$ cat config.mk
export PLATFORM = sky130hd
export DESIGN_NAME = eth_rx_dispatch
export DESIGN_NICKNAME = d
export VERILOG_FILES = /design/src/rtl/eth_rx_dispatch.sv
export SDC_FILE = /design/constraint.sdc
export NUM_CORES = 1
export LEC_CHECK = 0
export BUFFER_PORTS_ARGS = -buffer_cell sky130_fd_sc_hd__buf_2
export CAP_MARGIN = 20
export CELL_PAD_IN_SITES_DETAIL_PLACEMENT = 1
export CELL_PAD_IN_SITES_GLOBAL_PLACEMENT = 1
export CORE_UTILIZATION = 40
export CTS_BUF_LIST = sky130_fd_sc_hd__clkbuf_16
export DETAILED_ROUTE_END_ITERATION = 12
export PLACE_DENSITY_LB_ADDON = 0.1
export SYNTH_ARGS = -nofsm -noshare
export SYNTH_HDL_FRONTEND = slang
export SYNTH_SLANG_ARGS = --single-unit
$ cat constraint.sdc
create_clock -name clk -period 2 [get_ports clk]
set_input_delay 0.4 -clock clk [delete_from_list [all_inputs] [get_ports clk]]
set_output_delay 0.4 -clock clk [all_outputs]
set_load 0.02 [all_outputs]
$ cat src/rtl/eth_rx_dispatch.sv
// Ethernet receive dispatcher: parses the 14-byte header, filters on destination
// MAC and ethertype, and forwards the payload to one of NUM_CH channels.
module eth_rx_dispatch #(
  parameter int                   NUM_CH      = 2,
  parameter logic [16*NUM_CH-1:0] ETYPE_TABLE = {16'h0800, 16'h0806},
  parameter int                   CNT_W       = 16
) (
  input  logic                  clk,
  input  logic                  reset_n,
  input  logic [47:0]           local_mac_addr,
  input  logic                  promisc_in,
  input  logic [7:0]            axis_tdata_in,
  input  logic                  axis_tvalid_in,
  input  logic                  axis_tlast_in,
  output logic                  axis_tready_o,
  output logic [8*NUM_CH-1:0]   ch_tdata_out,
  output logic [NUM_CH-1:0]     ch_tvalid_out,
  output logic [NUM_CH-1:0]     ch_tlast_out,
  input  logic [NUM_CH-1:0]     ch_tready_in,
  output logic [47:0]           src_mac_out,
  output logic [15:0]           etype_out,
  output logic [2:0]            ch_sel_out,
  output logic [CNT_W-1:0]      frame_cnt_out,
  output logic [CNT_W-1:0]      drop_cnt_out,
  output logic [CNT_W-1:0]      runt_cnt_out,
  output logic [1:0]            dbg_state_o
);

  // Handshakes: a byte moves on a channel when valid and ready are both 1 at a
  // rising clk edge; valid never waits for ready and a held byte stays stable.
  typedef enum logic [1:0] {S_IDLE, S_HDR, S_FWD, S_DROP} state_t;

  state_t           state_q, state_d;
  logic [3:0]       cnt_q, cnt_d;
  logic [47:0]      dst_q, dst_d;
  logic [47:0]      src_q, src_d;
  logic [7:0]       ety_hi_q, ety_hi_d;
  logic [47:0]      src_out_q, src_out_d;
  logic [15:0]      etype_out_q, etype_out_d;
  logic [2:0]       sel_q, sel_d;
  logic [7:0]       out_data_q, out_data_d;
  logic             out_valid_q, out_valid_d;
  logic             out_last_q, out_last_d;
  logic [2:0]       out_sel_q, out_sel_d;
  logic             rdy_en_q;
  logic [CNT_W-1:0] frame_cnt_q, frame_cnt_d;
  logic [CNT_W-1:0] drop_cnt_q, drop_cnt_d;
  logic [CNT_W-1:0] runt_cnt_q, runt_cnt_d;

  logic        sel_rdy, ready, accept, hit, dst_ok;
  logic [2:0]  hit_idx;
  logic [15:0] hdr_etype;

  function automatic logic [CNT_W-1:0] sat_inc(input logic [CNT_W-1:0] v);
    return (&v) ? v : v + CNT_W'(1);
  endfunction

  // The held byte is tracked by its own channel so a new header can retarget
  // ch_sel_out while the previous frame's last byte is still waiting.
  always_comb begin
    sel_rdy = 1'b0;
    for (int i = 0; i < NUM_CH; i++)
      if (out_sel_q == 3'(i)) sel_rdy = ch_tready_in[i];
  end

  assign hdr_etype = {ety_hi_q, axis_tdata_in};
  assign dst_ok    = promisc_in || (dst_q == local_mac_addr) || (&dst_q);

  always_comb begin
    hit     = 1'b0;
    hit_idx = 3'd0;
    for (int i = NUM_CH - 1; i >= 0; i--) begin
      if (ETYPE_TABLE[16*i +: 16] == hdr_etype) begin
        hit     = 1'b1;
        hit_idx = 3'(i);
      end
    end
  end

  always_comb begin
    ready = rdy_en_q;
    if (state_q == S_FWD) ready = rdy_en_q & (~out_valid_q | sel_rdy);
  end

  assign axis_tready_o = ready;
  assign accept        = axis_tvalid_in & ready;

  always_comb begin
    state_d     = state_q;
    cnt_d       = cnt_q;
    dst_d       = dst_q;
    src_d       = src_q;
    ety_hi_d    = ety_hi_q;
    src_out_d   = src_out_q;
    etype_out_d = etype_out_q;
    sel_d       = sel_q;
    out_data_d  = out_data_q;
    out_valid_d = out_valid_q & ~sel_rdy;
    out_last_d  = out_last_q;
    out_sel_d   = out_sel_q;
    frame_cnt_d = frame_cnt_q;
    drop_cnt_d  = drop_cnt_q;
    runt_cnt_d  = runt_cnt_q;
    case (state_q)
      S_IDLE: if (accept) begin
        dst_d = {dst_q[39:0], axis_tdata_in};
        if (axis_tlast_in) runt_cnt_d = sat_inc(runt_cnt_q);
        else begin
          cnt_d   = 4'd1;
          state_d = S_HDR;
        end
      end
      S_HDR: if (accept) begin
        if (cnt_q <= 4'd5)       dst_d    = {dst_q[39:0], axis_tdata_in};
        else if (cnt_q <= 4'd11) src_d    = {src_q[39:0], axis_tdata_in};
        else if (cnt_q == 4'd12) ety_hi_d = axis_tdata_in;
        cnt_d = cnt_q + 4'd1;
        if (axis_tlast_in) begin
          runt_cnt_d = sat_inc(runt_cnt_q);
          cnt_d      = 4'd0;
          state_d    = S_IDLE;
        end else if (cnt_q == 4'd13) begin
          cnt_d = 4'd0;
          if (dst_ok && hit) begin
            sel_d       = hit_idx;
            src_out_d   = src_q;
            etype_out_d = hdr_etype;
            state_d     = S_FWD;
          end else begin
            drop_cnt_d = sat_inc(drop_cnt_q);
            state_d    = S_DROP;
          end
        end
      end
      S_FWD: if (accept) begin
        out_data_d  = axis_tdata_in;
        out_valid_d = 1'b1;
        out_last_d  = axis_tlast_in;
        out_sel_d   = sel_q;
        if (axis_tlast_in) begin
          frame_cnt_d = sat_inc(frame_cnt_q);
          state_d     = S_IDLE;
        end
      end
      S_DROP: if (accept && axis_tlast_in) state_d = S_IDLE;
      default: state_d = S_IDLE;
    endcase
  end

  always_ff @(posedge clk or negedge reset_n) begin
    if (!reset_n) begin
      state_q     <= S_IDLE;
      cnt_q       <= '0;
      dst_q       <= '0;
      src_q       <= '0;
      ety_hi_q    <= '0;
      src_out_q   <= '0;
      etype_out_q <= '0;
      sel_q       <= '0;
      out_data_q  <= '0;
      out_valid_q <= 1'b0;
      out_last_q  <= 1'b0;
      out_sel_q   <= '0;
      rdy_en_q    <= 1'b0;
      frame_cnt_q <= '0;
      drop_cnt_q  <= '0;
      runt_cnt_q  <= '0;
    end else begin
      state_q     <= state_d;
      cnt_q       <= cnt_d;
      dst_q       <= dst_d;
      src_q       <= src_d;
      ety_hi_q    <= ety_hi_d;
      src_out_q   <= src_out_d;
      etype_out_q <= etype_out_d;
      sel_q       <= sel_d;
      out_data_q  <= out_data_d;
      out_valid_q <= out_valid_d;
      out_last_q  <= out_last_d;
      out_sel_q   <= out_sel_d;
      rdy_en_q    <= 1'b1;
      frame_cnt_q <= frame_cnt_d;
      drop_cnt_q  <= drop_cnt_d;
      runt_cnt_q  <= runt_cnt_d;
    end
  end

  always_comb begin
    ch_tvalid_out = '0;
    ch_tlast_out  = '0;
    for (int i = 0; i < NUM_CH; i++) begin
      if (out_valid_q && (out_sel_q == 3'(i))) begin
        ch_tvalid_out[i] = 1'b1;
        ch_tlast_out[i]  = out_last_q;
      end
    end
  end

  assign ch_tdata_out  = {NUM_CH{out_data_q}};
  assign src_mac_out   = src_out_q;
  assign etype_out     = etype_out_q;
  assign ch_sel_out    = sel_q;
  assign frame_cnt_out = frame_cnt_q;
  assign drop_cnt_out  = drop_cnt_q;
  assign runt_cnt_out  = runt_cnt_q;
  assign dbg_state_o   = state_q;

endmodule
==> out/qor.txt, run 1 <==
=========================================================================================
Type of the worst min-delay path ........................................... input port to register
Routed via count divided by cell count .....................................         5.05
Final-report max-slew violation count ......................................            0
Cell depth of the worst min-delay path .....................................            2
Antenna Nets Post-Route ....................................................            0
Leak .......................................................................      7.12 nW
Clock sink total ...........................................................          235
Kind of end point of the critical path .....................................     register
Commonest cells in the synthesized netlist ................................. sky130_fd_sc_hd__dfrtp_1, sky130_fd_sc_hd__mux2_2, sky130_fd_sc_hd__xor2_1
Routability congestion estimate ............................................        0.834
Area growth, synth to finish ...............................................        35.8%
Data required, critical path ...............................................      2.41 ns
Final Total Pwr ............................................................      14.6 mW
First-pass GRT wire length ................................................. 42200 microns
Critical-path top delay cell ............................................... sky130_fd_sc_hd__dfrtp_1
Max Root-Sink Buffers ......................................................            3
CP Data Arrival Time .......................................................      2.76 ns
Post-synthesis sequential area ratio .......................................        58.6%
Horiz. Die Dim .............................................................  160 microns
Setup slack after layout ...................................................    -0.351 ns
Gr usage total .............................................................        20.6%
Leading post-synthesis cells by cell area .................................. sky130_fd_sc_hd__dfrtp_1, sky130_fd_sc_hd__mux2_2, sky130_fd_sc_hd__xor2_1
Overall via count from detail_route ........................................         7012
Total clock buffers created by CTS .........................................           26
Number of global-route vias before repair ..................................         7712
Total half-perimeter wirelength after legalization and detailed placement .. 18300 microns
Root buf cell .............................................................. sky130_fd_sc_hd__clkbuf_16
Top_reg_cell synth ......................................................... sky130_fd_sc_hd__dfrtp_1
Fin util ...................................................................        55.7%
Die Outline Area ........................................................... 0.0257 sq mm
Post-Place Setup Slack .....................................................    -0.682 ns
Status ..................................................................... complete, but fails checks
Hold Startpoint ............................................................ axis_tlast_in
Worst hold margin ..........................................................     0.145 ns
Total iterations of the first detailed-routing run .........................            4
RSZ-0062 raised after global routing .......................................         true
Count of placed standard cells including taps ..............................         1318
Total Nets Final ...........................................................         1108
Fraction of final layout cells sized beyond drive strength 1 ...............        54.7%
Initial standard-cell utilization of the core ..............................        41.0%
Number of non-filler instances in the completed layout .....................         1388
Flop2flop setup slack ......................................................     -0.35 ns
Total DRC errors in the routed layout ......................................            0
Average footprint of a synthesized cell ....................................   13.8 sq um
Top achievable clock speed .................................................      425 MHz
Period utilisation layout ..................................................         118%
Final setup vio count ......................................................           97
DR WL/cell ................................................................. 19.2 microns
Largest net degree at the start of global routing ..........................           62
Number of synthesis warnings ...............................................            0
Proportion of register bits with asynchronous set or reset after synthesis .         100%
Element type at the critical path start ....................................     register
GRT overflow ...............................................................            0
Post-synth EDFFs ...........................................................            0
Peak supply drop ...........................................................   0.000682 V
Most used cell along the critical path ..................................... sky130_fd_sc_hd__nand4_1
Worst-skew pair later-pin latency ..........................................      0.53 ns
Ratio of total power to cell area .......................................... 1070 mW/mm^2
DRT Wirelength ............................................................. 26600 microns
Number of placed I/O pins ..................................................          201
Flops & latches, synth .....................................................          235
Setup TNS after final layout ...............................................    -25.66 ns
Number of max-capacitance violations reported ..............................            0
Leading area contributor after synthesis ................................... sky130_fd_sc_hd__dfrtp_1
Library cell with the highest instance count after synthesis ............... sky130_fd_sc_hd__dfrtp_1
Height of the die ..........................................................  160 microns
Count of unique library cells instantiated by Yosys ........................           46
Largest stage delay on the critical path ...................................      0.41 ns
TritonCTS clock tree .......................................................        built
Failing checks ............................................................. negative setup slack
Worst path cell trace ...................................................... xor2_1 > nor4_2 > nand4_1 > o31ai_4 > nand4_1 > buf_6 > clkbuf_16 > mux2_4
First-iteration detailed-routing DRC count .................................          191
Highest net fanout along the worst path ....................................            8
Hold Violations, Final .....................................................            0
Number of placement rows ...................................................           57
Cells after Synth ..........................................................          728
Instance area at placement ................................................. 0.0122 sq mm
Minimum clock period .......................................................      2.35 ns
Antenna violations before repair ...........................................            2
Core region area ........................................................... 0.0245 sq mm
Capture endpoint of the worst hold path .................................... dbg_state_o[1]
Reg-to-Reg End ............................................................. src_mac_out[2]
Post-synthesis cell area ................................................... 0.0100 sq mm
Area fraction of the dominant cell type after synthesis ....................        58.6%
Clock-pin slew of the registers on the worst-case setup and hold paths .....      0.06 ns
IO buf count ...............................................................          198
H-Tree Depth ...............................................................            1
Number of cells traversed by the worst register-to-register path ...........            8
Worst clock skew ...........................................................    0.0105 ns
Area of all placed cells without fillers ................................... 0.0136 sq mm
Path type of the worst setup path .......................................... register to register
Source of the worst register-to-register timing path .......................    dst_q[10]
=========================================================================================
-- how the worst max path moves through the flow --
stage	startpoint	endpoint
after floorplan	local_mac_addr[15]	etype_out[1]
after global placement	local_mac_addr[29]	etype_out[1]
after detailed placement	local_mac_addr[44]	src_mac_out[47]
after CTS	dst_q[34]	src_mac_out[15]
after global routing	dst_q[41]	src_mac_out[46]
final	dst_q[10]	src_mac_out[2]
-- report_power, final --
part	internal, mW	total (mW)	switching (mW)
logic	1.86	3.60	1.74
clock network	2.87	4.79	1.92
registers	5.50	6.16	0.668
-- flip-flops by register name, summed over array words and instances (netlist names), 4 cells and up --
register       cells
drop_cnt_out      16
dst_q             48
runt_cnt_out      16
out_data_q         8
ety_hi_q           8
src_q             48
src_mac_out       48
etype_out         16
frame_cnt_out     16
cnt_q              4
-- worst max-delay path: cells and delay by family, from the launching register on --
family / cells / cell delay [ns]
AO/OA/AOI/OAI: 1 / 0.24
XOR/XNOR: 1 / 0.17
buffers and inverters: 2 / 0.37
flip-flops: 1 / 0.41
multiplexers: 1 / 0.29
AND/OR/NAND/NOR: 3 / 0.74
-- per-layer routing --
metal	share of wire [%]	up-vias	global-route usage, %
met3	4.0	39	3.02
met2	50	181	35.9
li1	-	3202	-
met5	0.049	-	0
met1	44	3588	27.2
met4	1.6	2	4.20
-- final cells by class --
class / instances / area, sq um
Fill cell: 2475 / 10800
Sequential cell: 235 / 5880
Multi-Input combinational cell: 451 / 4310
Timing Repair Buffer: 319 / 2130
Clock buffer: 26 / 651
Tap cell: 324 / 405
Clock inverter: 22 / 208
Inverter: 9 / 33.8
Antenna cell: 2 / 5.00
-- placed cells by master, fill, tap and decap left out, types with 4 or more instances in the layout --
master / n
sky130_fd_sc_hd__mux2_2: 144
sky130_fd_sc_hd__and2_1: 13
sky130_fd_sc_hd__clkbuf_16: 28
sky130_fd_sc_hd__buf_6: 15
sky130_fd_sc_hd__xor2_1: 60
sky130_fd_sc_hd__nand2_1: 19
sky130_fd_sc_hd__a21oi_1: 4
sky130_fd_sc_hd__buf_12: 5
sky130_fd_sc_hd__inv_1: 10
sky130_fd_sc_hd__buf_2: 195
sky130_fd_sc_hd__mux2_4: 22
sky130_fd_sc_hd__dfrtp_1: 233
sky130_fd_sc_hd__xnor2_1: 25
sky130_fd_sc_hd__clkinv_2: 6
sky130_fd_sc_hd__nand2_2: 4
sky130_fd_sc_hd__buf_4: 97
sky130_fd_sc_hd__nor2_1: 10
sky130_fd_sc_hd__o21ai_0: 9
sky130_fd_sc_hd__nand3_1: 10
sky130_fd_sc_hd__bufinv_16: 4
sky130_fd_sc_hd__nand2_4: 6
sky130_fd_sc_hd__nand3_2: 4
sky130_fd_sc_hd__nor4_2: 6
sky130_fd_sc_hd__and3_1: 13
sky130_fd_sc_hd__nor4_1: 10
sky130_fd_sc_hd__nand4_1: 31
sky130_fd_sc_hd__xnor2_2: 8
sky130_fd_sc_hd__clkinv_1: 9
-- cell families (layout without fill, tap and decap cells) --
logic type / Yosys count / after routing / synth area share, %
AO/OA/AOI/OAI: 29 / 29 / 2.22
XOR/XNOR: 94 / 94 / 8.21
adder cells (fa/ha/maj): 3 / 3 / 0.374
buffers and inverters: 43 / 376 / 2.34
flip-flops: 235 / 235 / 58.6
multiplexers: 167 / 167 / 19.5
other: 2 / 5 / 0.0749
AND/OR/NAND/NOR: 155 / 155 / 8.69
-- repair_timing --
action | CTS | global route
setup buffers | 8 | 10
hold buffers | 1 | 0
pin swaps | 19 | 31
resized for setup | 27 | 53
gates cloned | 2 | 3
endpoints found under the setup margin | 96 | 105
endpoints found under the hold margin | 39 | 0
(Power assumes the default switching activity.)
==> run 2: changes to the inputs <==
- CORE_UTILIZATION: 40 -> 45
- clock period: 2 -> 2.5 ns (I/O delays scaled with it)
==> run 2 against run 1 <==
Net effect: the run now ends clean; clock power shrank 21%; clock skew up 0.0094 ns; routed wire length down 8.2%; largest power group unchanged.
==> out/qor.txt, run 2 (synthesis results as in run 1) <==
========================================================================================
Status .................................................................... complete, no violations   was complete, but fails checks
Capture endpoint of the worst hold path ................................... dbg_state_o[1]   unchanged
Source of the worst register-to-register timing path ......................    dst_q[30]   was dst_q[10]
First-iteration detailed-routing DRC count ................................          223   was 191
Ratio of total power to cell area .........................................  879 mW/mm^2   was 1070 mW/mm^2
First-pass GRT wire length ................................................ 38500 microns   was 42200 microns
Most Used Layer, Global Route .............................................         met2   unchanged
IO buf count ..............................................................          198   unchanged
H-Tree Depth ..............................................................            1   unchanged
CP Data Arrival Time ......................................................      2.86 ns   was 2.76 ns
Area growth, synth to finish ..............................................        24.8%   was 35.8%
Antenna Nets Post-Route ...................................................            0   unchanged
Met3 Use GR ...............................................................        2.74%   was 3.02%
Number of cells traversed by the worst register-to-register path ..........            9   was 8
Type of the worst min-delay path .......................................... input port to register   unchanged
Overall via count from detail_route .......................................         6617   was 7012
Total Nets Final ..........................................................         1029   was 1108
TritonCTS clock tree ......................................................        built   unchanged
Reg-to-Reg End ............................................................ src_mac_out[2]   unchanged
Period utilisation layout .................................................        98.9%   was 118%
Worst-skew pair later-pin latency .........................................      0.52 ns   was 0.53 ns
Initial standard-cell utilization of the core .............................        46.0%   was 41.0%
Critical-path top delay cell .............................................. sky130_fd_sc_hd__dfrtp_2   was sky130_fd_sc_hd__dfrtp_1
Die Outline Area .......................................................... 0.0229 sq mm   was 0.0257 sq mm
Peak supply drop ..........................................................   0.000644 V   was 0.000682 V
Root buf cell ............................................................. sky130_fd_sc_hd__clkbuf_16   unchanged
Antenna violations before repair ..........................................            1   was 2
Most frequent cells in the layout ......................................... sky130_fd_sc_hd__dfrtp_1, sky130_fd_sc_hd__buf_2, sky130_fd_sc_hd__mux2_2, sky130_fd_sc_hd__xor2_1, sky130_fd_sc_hd__xnor2_1   was sky130_fd_sc_hd__dfrtp_1, sky130_fd_sc_hd__buf_2, sky130_fd_sc_hd__mux2_2, sky130_fd_sc_hd__buf_4, sky130_fd_sc_hd__xor2_1
Final Total Pwr ...........................................................      11.0 mW   was 14.6 mW
Met2 global-route usage ...................................................        36.1%   was 35.9%
Hold Startpoint ........................................................... axis_tlast_in   unchanged
Cell depth of the worst min-delay path ....................................            2   unchanged
Minimum clock period ......................................................      2.47 ns   was 2.35 ns
Total iterations of the first detailed-routing run ........................            4   unchanged
Clock sink total ..........................................................          235   unchanged
Data required, critical path ..............................................      2.89 ns   was 2.41 ns
Top achievable clock speed ................................................      404 MHz   was 425 MHz
Highest net fanout along the worst path ...................................           13   was 8
Actual transition at the worst max-transition pin .........................     0.606 ns
Routability congestion estimate ...........................................        0.845   was 0.834
Flop2flop setup slack .....................................................      0.03 ns   was -0.35 ns
Horiz. Die Dim ............................................................  151 microns   was 160 microns
Relative slew slack .......................................................        59.6%
DRT Wirelength ............................................................ 24400 microns   was 26600 microns
Setup slack after layout ..................................................    0.0272 ns   was -0.351 ns
Element type at the critical path start ...................................     register   unchanged
Total clock buffers created by CTS ........................................           25   was 26
Number of global-route vias before repair .................................         6976   was 7712
Clock-pin slew of the registers on the worst-case setup and hold paths ....      0.06 ns   about the same
Height of the die .........................................................  151 microns   was 160 microns
Hold Violations, Final ....................................................            0   unchanged
Routed via count divided by cell count ....................................         5.24   was 5.05
Fraction of final layout cells sized beyond drive strength 1 ..............        46.8%   was 54.7%
Post-Place Setup Slack ....................................................    -0.247 ns   was -0.682 ns
Core region area .......................................................... 0.0218 sq mm   was 0.0245 sq mm
DR WL/cell ................................................................ 19.4 microns   was 19.2 microns
Number of max-capacitance violations reported .............................            0   unchanged
Commonest non-fill, non-tap cell in the layout ............................ sky130_fd_sc_hd__dfrtp_1   unchanged
Final setup vio count .....................................................            0   was 97
Max Root-Sink Buffers .....................................................            3   unchanged
Number of placed I/O pins .................................................          201   unchanged
Largest net degree at the start of global routing .........................           74   was 62
RSZ-0062 raised after global routing ......................................         true   unchanged
Gr usage total ............................................................        21.6%   was 20.6%
GRT overflow ..............................................................            0   unchanged
Final-report max-slew violation count .....................................            0   unchanged
Worst path cell trace ..................................................... xor2_1 > nor4_2 > buf_4 > nand4_1 > o31ai_2 > nand4_1 > buf_6 > buf_6 > mux2_4   was xor2_1 > nor4_2 > nand4_1 > o31ai_4 > nand4_1 > buf_6 > clkbuf_16 > mux2_4
Total DRC errors in the routed layout .....................................            0   unchanged
Leak ......................................................................      6.48 nW   was 7.12 nW
Number of placement rows ..................................................           54   was 57
Path type of the worst setup path ......................................... register to register   unchanged
Worst clock skew ..........................................................    0.0198 ns   was 0.0105 ns
Total half-perimeter wirelength after legalization and detailed placement . 17000 microns   was 18300 microns
GRT met1 Usage ............................................................        29.5%   was 27.2%
Largest stage delay on the critical path ..................................      0.43 ns   was 0.41 ns
Kind of end point of the critical path ....................................     register   unchanged
========================================================================================
run 2: worst max path at each step:
stage | from | end | slack [ns] | cells past startpoint
finish | dst_q[30] | src_mac_out[2] | 0.03 | 9
global route | dst_q[30] | etype_out[5] | -0.1 | 10
CTS | dst_q[36] | etype_out[5] | 0.006 | 9
detailed placement | local_mac_addr[22] | src_mac_out[11] | -0.25 | 9
global placement | local_mac_addr[23] | etype_out[1] | -0.17 | 8
floorplan | axis_tdata_in[3] | etype_out[1] | 0.19 | 6
run 2: worst max-delay path: cells and delay by family, from the launching register on:
family	cells	cell delay, ns
buffers and inverters	3	0.52
DFF	1	0.43
and+or+nand+nor	3	0.60
xor gates and xnor gates	1	0.15
AOI/OAI and AO/OA	1	0.32
muxes	1	0.31
run 2: stage by stage:
| stage | hold slack, ns | instances | area [sq um] | setup TNS (ns) | utilization (%) |
|---|---|---|---|---|---|
| final | 0.244 | 1262 | 12500 | 0 | 57.4 |
| after global routing | 0.262 | 1262 | 12500 | -4.95 | 57.4 |
| after CTS | 0.220 | 1256 | 12400 | 0 | 56.9 |
| after detailed placement | 0.456 | 1209 | 11600 | -14.34 | 53.0 |
| after global placement | 0.464 | 1209 | 11600 | -9.92 | 53.0 |
| after floorplan | 0.204 | 729 | 10000 | 0 | - |
run 2: power breakdown:
part	internal (mW)	total, mW	leakage [nW]	switching [mW]
combinational	1.05	2.08	2.92	1.04
clock	2.32	3.78	0.423	1.46
sequential	4.39	5.14	3.14	0.746
total	7.76	11.0	6.48	3.24
run 2: metal layers:
layer  vias to the layer above  part of all wire (%)
met2                       167                    49
met1                      3384                    44
met4                         0                   2.3
met3                        36                   4.3
li1                       3030                     -
met5                         -                     0
run 2: area by class of cell:
class / count / area, sq um
Antenna cell: 1 / 2.50
Clock buffer: 25 / 626
Clock inverter: 20 / 211
Fill cell: 2241 / 9300
Inverter: 9 / 33.8
Multi-Input combinational cell: 451 / 3990
Sequential cell: 235 / 5880
Tap cell: 280 / 350
Timing Repair Buffer: 241 / 1430
run 2: timing repair:
action,4_1_cts,5_1_grt
setup buffers,1,2
hold buffers,1,0
endpoints found under the hold margin,41,0
resized for setup,3,10
setup endpoints to repair,65,80
pin swaps,0,3
gates cloned,0,3
==> run 3: changes to the inputs <==
--- a/config.mk
+++ b/config.mk
@@ -10,5 +10,5 @@
 export CELL_PAD_IN_SITES_DETAIL_PLACEMENT = 1
 export CELL_PAD_IN_SITES_GLOBAL_PLACEMENT = 1
-export CORE_UTILIZATION = 45
+export CORE_UTILIZATION = 40
 export CTS_BUF_LIST = sky130_fd_sc_hd__clkbuf_16
 export DETAILED_ROUTE_END_ITERATION = 12
==> constraint.sdc (replaced) <==
create_clock -name clk -period 2 [get_ports clk]
set_input_delay 0.2 -clock clk [delete_from_list [all_inputs] [get_ports clk]]
set_output_delay 0.2 -clock clk [all_outputs]
set_load 0.02 [all_outputs]
==> run 3 against run 2 <==
Net effect: the run now ends with negative setup slack left; routed wire length grew 11%; worst hold slack worse by 0.22 ns; final cell count grew 11%; sequential share of layout area decreased by 3.8 points; core utilization decreased by 1.7 points; critical path depth unchanged; register-to-register slack worse by 0.44 ns; fmax increased by 2.6%; flip-flop and latch count unchanged; global-route usage down 0.093 points; clock power increased by 21%; sequential power rose by 21%; critical path type unchanged; critical endpoint is now src_mac_out[3]; highest routed layer is now met5.
==> out/qor.txt, run 3 (synthesis results as in run 1) <==
========================================================================================
Most used cell along the critical path .................................... sky130_fd_sc_hd__nand4_1
Final-report max-slew violation count .....................................            0   unchanged
Minimum clock period ......................................................      2.41 ns   was 2.47 ns
Clock sink total ..........................................................          235   unchanged
IO buf count ..............................................................          198   unchanged
Antenna violations before repair ..........................................            1   unchanged
Worst clock skew ..........................................................    0.0201 ns   was 0.0198 ns
Leak ......................................................................      7.13 nW   was 6.48 nW
Total iterations of the first detailed-routing run ........................            4   unchanged
Highest net fanout along the worst path ...................................           13   unchanged
Final setup vio count .....................................................           95   was 0
Type of the worst min-delay path .......................................... input port to register   unchanged
TritonCTS clock tree ......................................................        built   unchanged
Commonest non-fill, non-tap cell in the layout ............................ sky130_fd_sc_hd__dfrtp_1   unchanged
Setup slack after layout ..................................................    -0.409 ns   was 0.0272 ns
Setup TNS after final layout ..............................................    -29.85 ns   was 0 ns
Count of inserted antenna diode cells .....................................            0   was 1
Period utilisation layout .................................................         120%   was 98.9%
Number of global-route vias before repair .................................         7852   was 6976
Horiz. Die Dim ............................................................  160 microns   was 151 microns
Worst-skew pair later-pin latency .........................................      0.53 ns   was 0.52 ns
Routability congestion estimate ...........................................        0.837   was 0.845
Max Root-Sink Buffers .....................................................            3   unchanged
Failing checks ............................................................ negative setup slack
Fraction of power consumed by the clock network ...........................        31.9%   was 34.3%
First-pass GRT wire length ................................................ 44000 microns   was 38500 microns
Most frequent cells in the layout ......................................... sky130_fd_sc_hd__dfrtp_1, sky130_fd_sc_hd__buf_2, sky130_fd_sc_hd__mux2_2, sky130_fd_sc_hd__buf_4, sky130_fd_sc_hd__xor2_1   was sky130_fd_sc_hd__dfrtp_1, sky130_fd_sc_hd__buf_2, sky130_fd_sc_hd__mux2_2, sky130_fd_sc_hd__xor2_1, sky130_fd_sc_hd__xnor2_1
CP Data Arrival Time ......................................................      2.82 ns   was 2.86 ns
Critical-path top delay cell .............................................. sky130_fd_sc_hd__dfrtp_1   was sky130_fd_sc_hd__dfrtp_2
H-Tree Depth ..............................................................            1   unchanged
Number of placement rows ..................................................           57   was 54
Element type at the critical path start ...................................     register   unchanged
Number of max-capacitance violations reported .............................            0   unchanged
Core region area .......................................................... 0.0245 sq mm   was 0.0218 sq mm
CP bufs+invs ..............................................................            3   unchanged
Instance area at placement ................................................ 0.0122 sq mm   was 0.0116 sq mm
Top achievable clock speed ................................................      415 MHz   was 404 MHz
Switching power ...........................................................      4.38 mW   was 3.24 mW
Area of all placed cells without fillers .................................. 0.0136 sq mm   was 0.0125 sq mm
DR WL/cell ................................................................ 19.5 microns   was 19.4 microns
Overall via count from detail_route .......................................         6993   was 6617
Ratio of total power to cell area ......................................... 1050 mW/mm^2   was 879 mW/mm^2
Hold Violations, Final ....................................................            0   unchanged
Root buf cell ............................................................. sky130_fd_sc_hd__clkbuf_16   unchanged
Largest stage delay on the critical path ..................................      0.39 ns   was 0.43 ns
First-iteration detailed-routing DRC count ................................          266   was 223
Critical path's top delay family .......................................... simple AND/OR/NAND/NOR gates   unchanged
Clock-pin slew of the registers on the worst-case setup and hold paths ....      0.06 ns   about the same
Total Nets Final ..........................................................         1119   was 1029
Status .................................................................... complete, but fails checks   was complete, no violations
Total DRC errors in the routed layout .....................................            0   unchanged
Power share of the sequential group .......................................        43.3%   was 46.7%
Routed via count divided by cell count ....................................         5.01   was 5.24
GRT overflow ..............................................................            0   unchanged
DRT Wirelength ............................................................ 27300 microns   was 24400 microns
Internal power ............................................................      9.95 mW   was 7.76 mW
Path type of the worst setup path ......................................... register to register   unchanged
Gr usage total ............................................................        21.5%   was 21.6%
Data required, critical path ..............................................      2.41 ns   was 2.89 ns
RSZ-0062 raised after global routing ......................................         true   unchanged
Fraction of final layout cells sized beyond drive strength 1 ..............        55.6%   was 46.8%
Initial standard-cell utilization of the core .............................        41.0%   was 46.0%
Total half-perimeter wirelength after legalization and detailed placement . 18500 microns   was 17000 microns
Comb power frac ...........................................................        24.8%   was 18.9%
Die Outline Area .......................................................... 0.0257 sq mm   was 0.0229 sq mm
Kind of end point of the critical path ....................................     register   unchanged
Peak supply drop ..........................................................   0.000680 V   was 0.000644 V
Height of the die .........................................................  160 microns   was 151 microns
Worst path cell trace ..................................................... xor2_1 > nor4_1 > buf_4 > nand4_1 > o31ai_4 > nand4_1 > buf_6 > buf_16 > mux2_4   was xor2_1 > nor4_2 > buf_4 > nand4_1 > o31ai_2 > nand4_1 > buf_6 > buf_6 > mux2_4
Largest net degree at the start of global routing .........................           53   was 74
Switch share ..............................................................        30.5%   was 29.5%
Antenna Nets Post-Route ...................................................            0   unchanged
Area growth, synth to finish ..............................................        35.9%   was 24.8%
Total clock buffers created by CTS ........................................           26   was 25
Number of placed I/O pins .................................................          201   unchanged
========================================================================================
-- run 3: changes by cell type in the layout (fill, tap and decap cells not counted), moves of 6 or more --
cell,previous run,this run
sky130_fd_sc_hd__xnor2_2,0,8
sky130_fd_sc_hd__nand3_1,17,10
sky130_fd_sc_hd__and2_4,3,11
sky130_fd_sc_hd__and2_1,12,4
sky130_fd_sc_hd__xnor2_1,33,25
sky130_fd_sc_hd__nand2_1,29,23
sky130_fd_sc_hd__buf_6,3,9
sky130_fd_sc_hd__buf_4,32,107
-- run 3: area by class of cell --
| class | instances | area [sq um] |
|---|---|---|
| Sequential cell | 235 | 5880 |
| Clock buffer | 26 | 651 |
| Fill cell | 2484 | 10800 |
| Multi-Input combinational cell | 452 | 4270 |
| Tap cell | 324 | 405 |
| Clock inverter | 20 | 160 |
| Timing Repair Buffer | 329 | 2230 |
| Inverter | 9 | 33.8 |
-- run 3: routing by layer --
metal	up-vias	global-route usage (%)	routed length, microns
li1	3222	-	-
met1	3566	29.2	12300
met2	165	37.1	13600
met3	38	2.71	875
met4	2	4.63	483
met5	-	0	13
-- run 3: timing repair --
action / in CTS / in global routing
gates cloned: 5 / 2
setup endpoints to repair: 109 / 101
pin swaps: 32 / 28
resized for setup: 41 / 34
buffers inserted: 4 / 9
hold buffers: 2 / 0
hold endpoints to repair: 66 / 0
-- run 3: through the flow --
stage	utilization (%)	worst slack, ns	total power, mW	cells	hold WS, ns
after global routing	55.7	-0.537	15.0	1395	0.0157
final	55.7	-0.409	14.3	1395	0.0208
after CTS	54.7	-0.410	14.4	1385	0.00264
after detailed placement	49.9	-0.472	9.72	1328	0.147
after floorplan	-	-0.163	7.90	729	-0.0956
after global placement	49.9	-0.434	9.56	1328	0.143
-- run 3: path summary, 6_finish.rpt --
| check | from | slack, ns | depth (start not counted) | end |
|---|---|---|---|---|
| hold reg to reg | etype_out[11] | 0.48 | 1 | etype_out[11] |
| min in group asynchronous | reset_n | 0.19 | 2 | frame_cnt_out[8] |
| setup / recovery | dst_q[22] | -0.41 | 9 | src_mac_out[3] |
| hold / removal | axis_tdata_in[6] | 0.02 | 2 | dst_q[6] |
| max in group asynchronous | reset_n | 1.15 | 3 | src_mac_out[0] |
| setup reg to reg | dst_q[22] | -0.41 | 9 | src_mac_out[3] |
-- run 3: power by group through the flow --
stage                     clock (mW)  sequential [mW]  combinational (mW)
after CTS                       4.69             6.21                3.51
after detailed placement           0             6.28                3.43
after global placement             0             6.23                3.33
after global routing            4.86             6.29                3.85
after floorplan                    0             6.36                1.54
final                           4.57             6.20                3.55
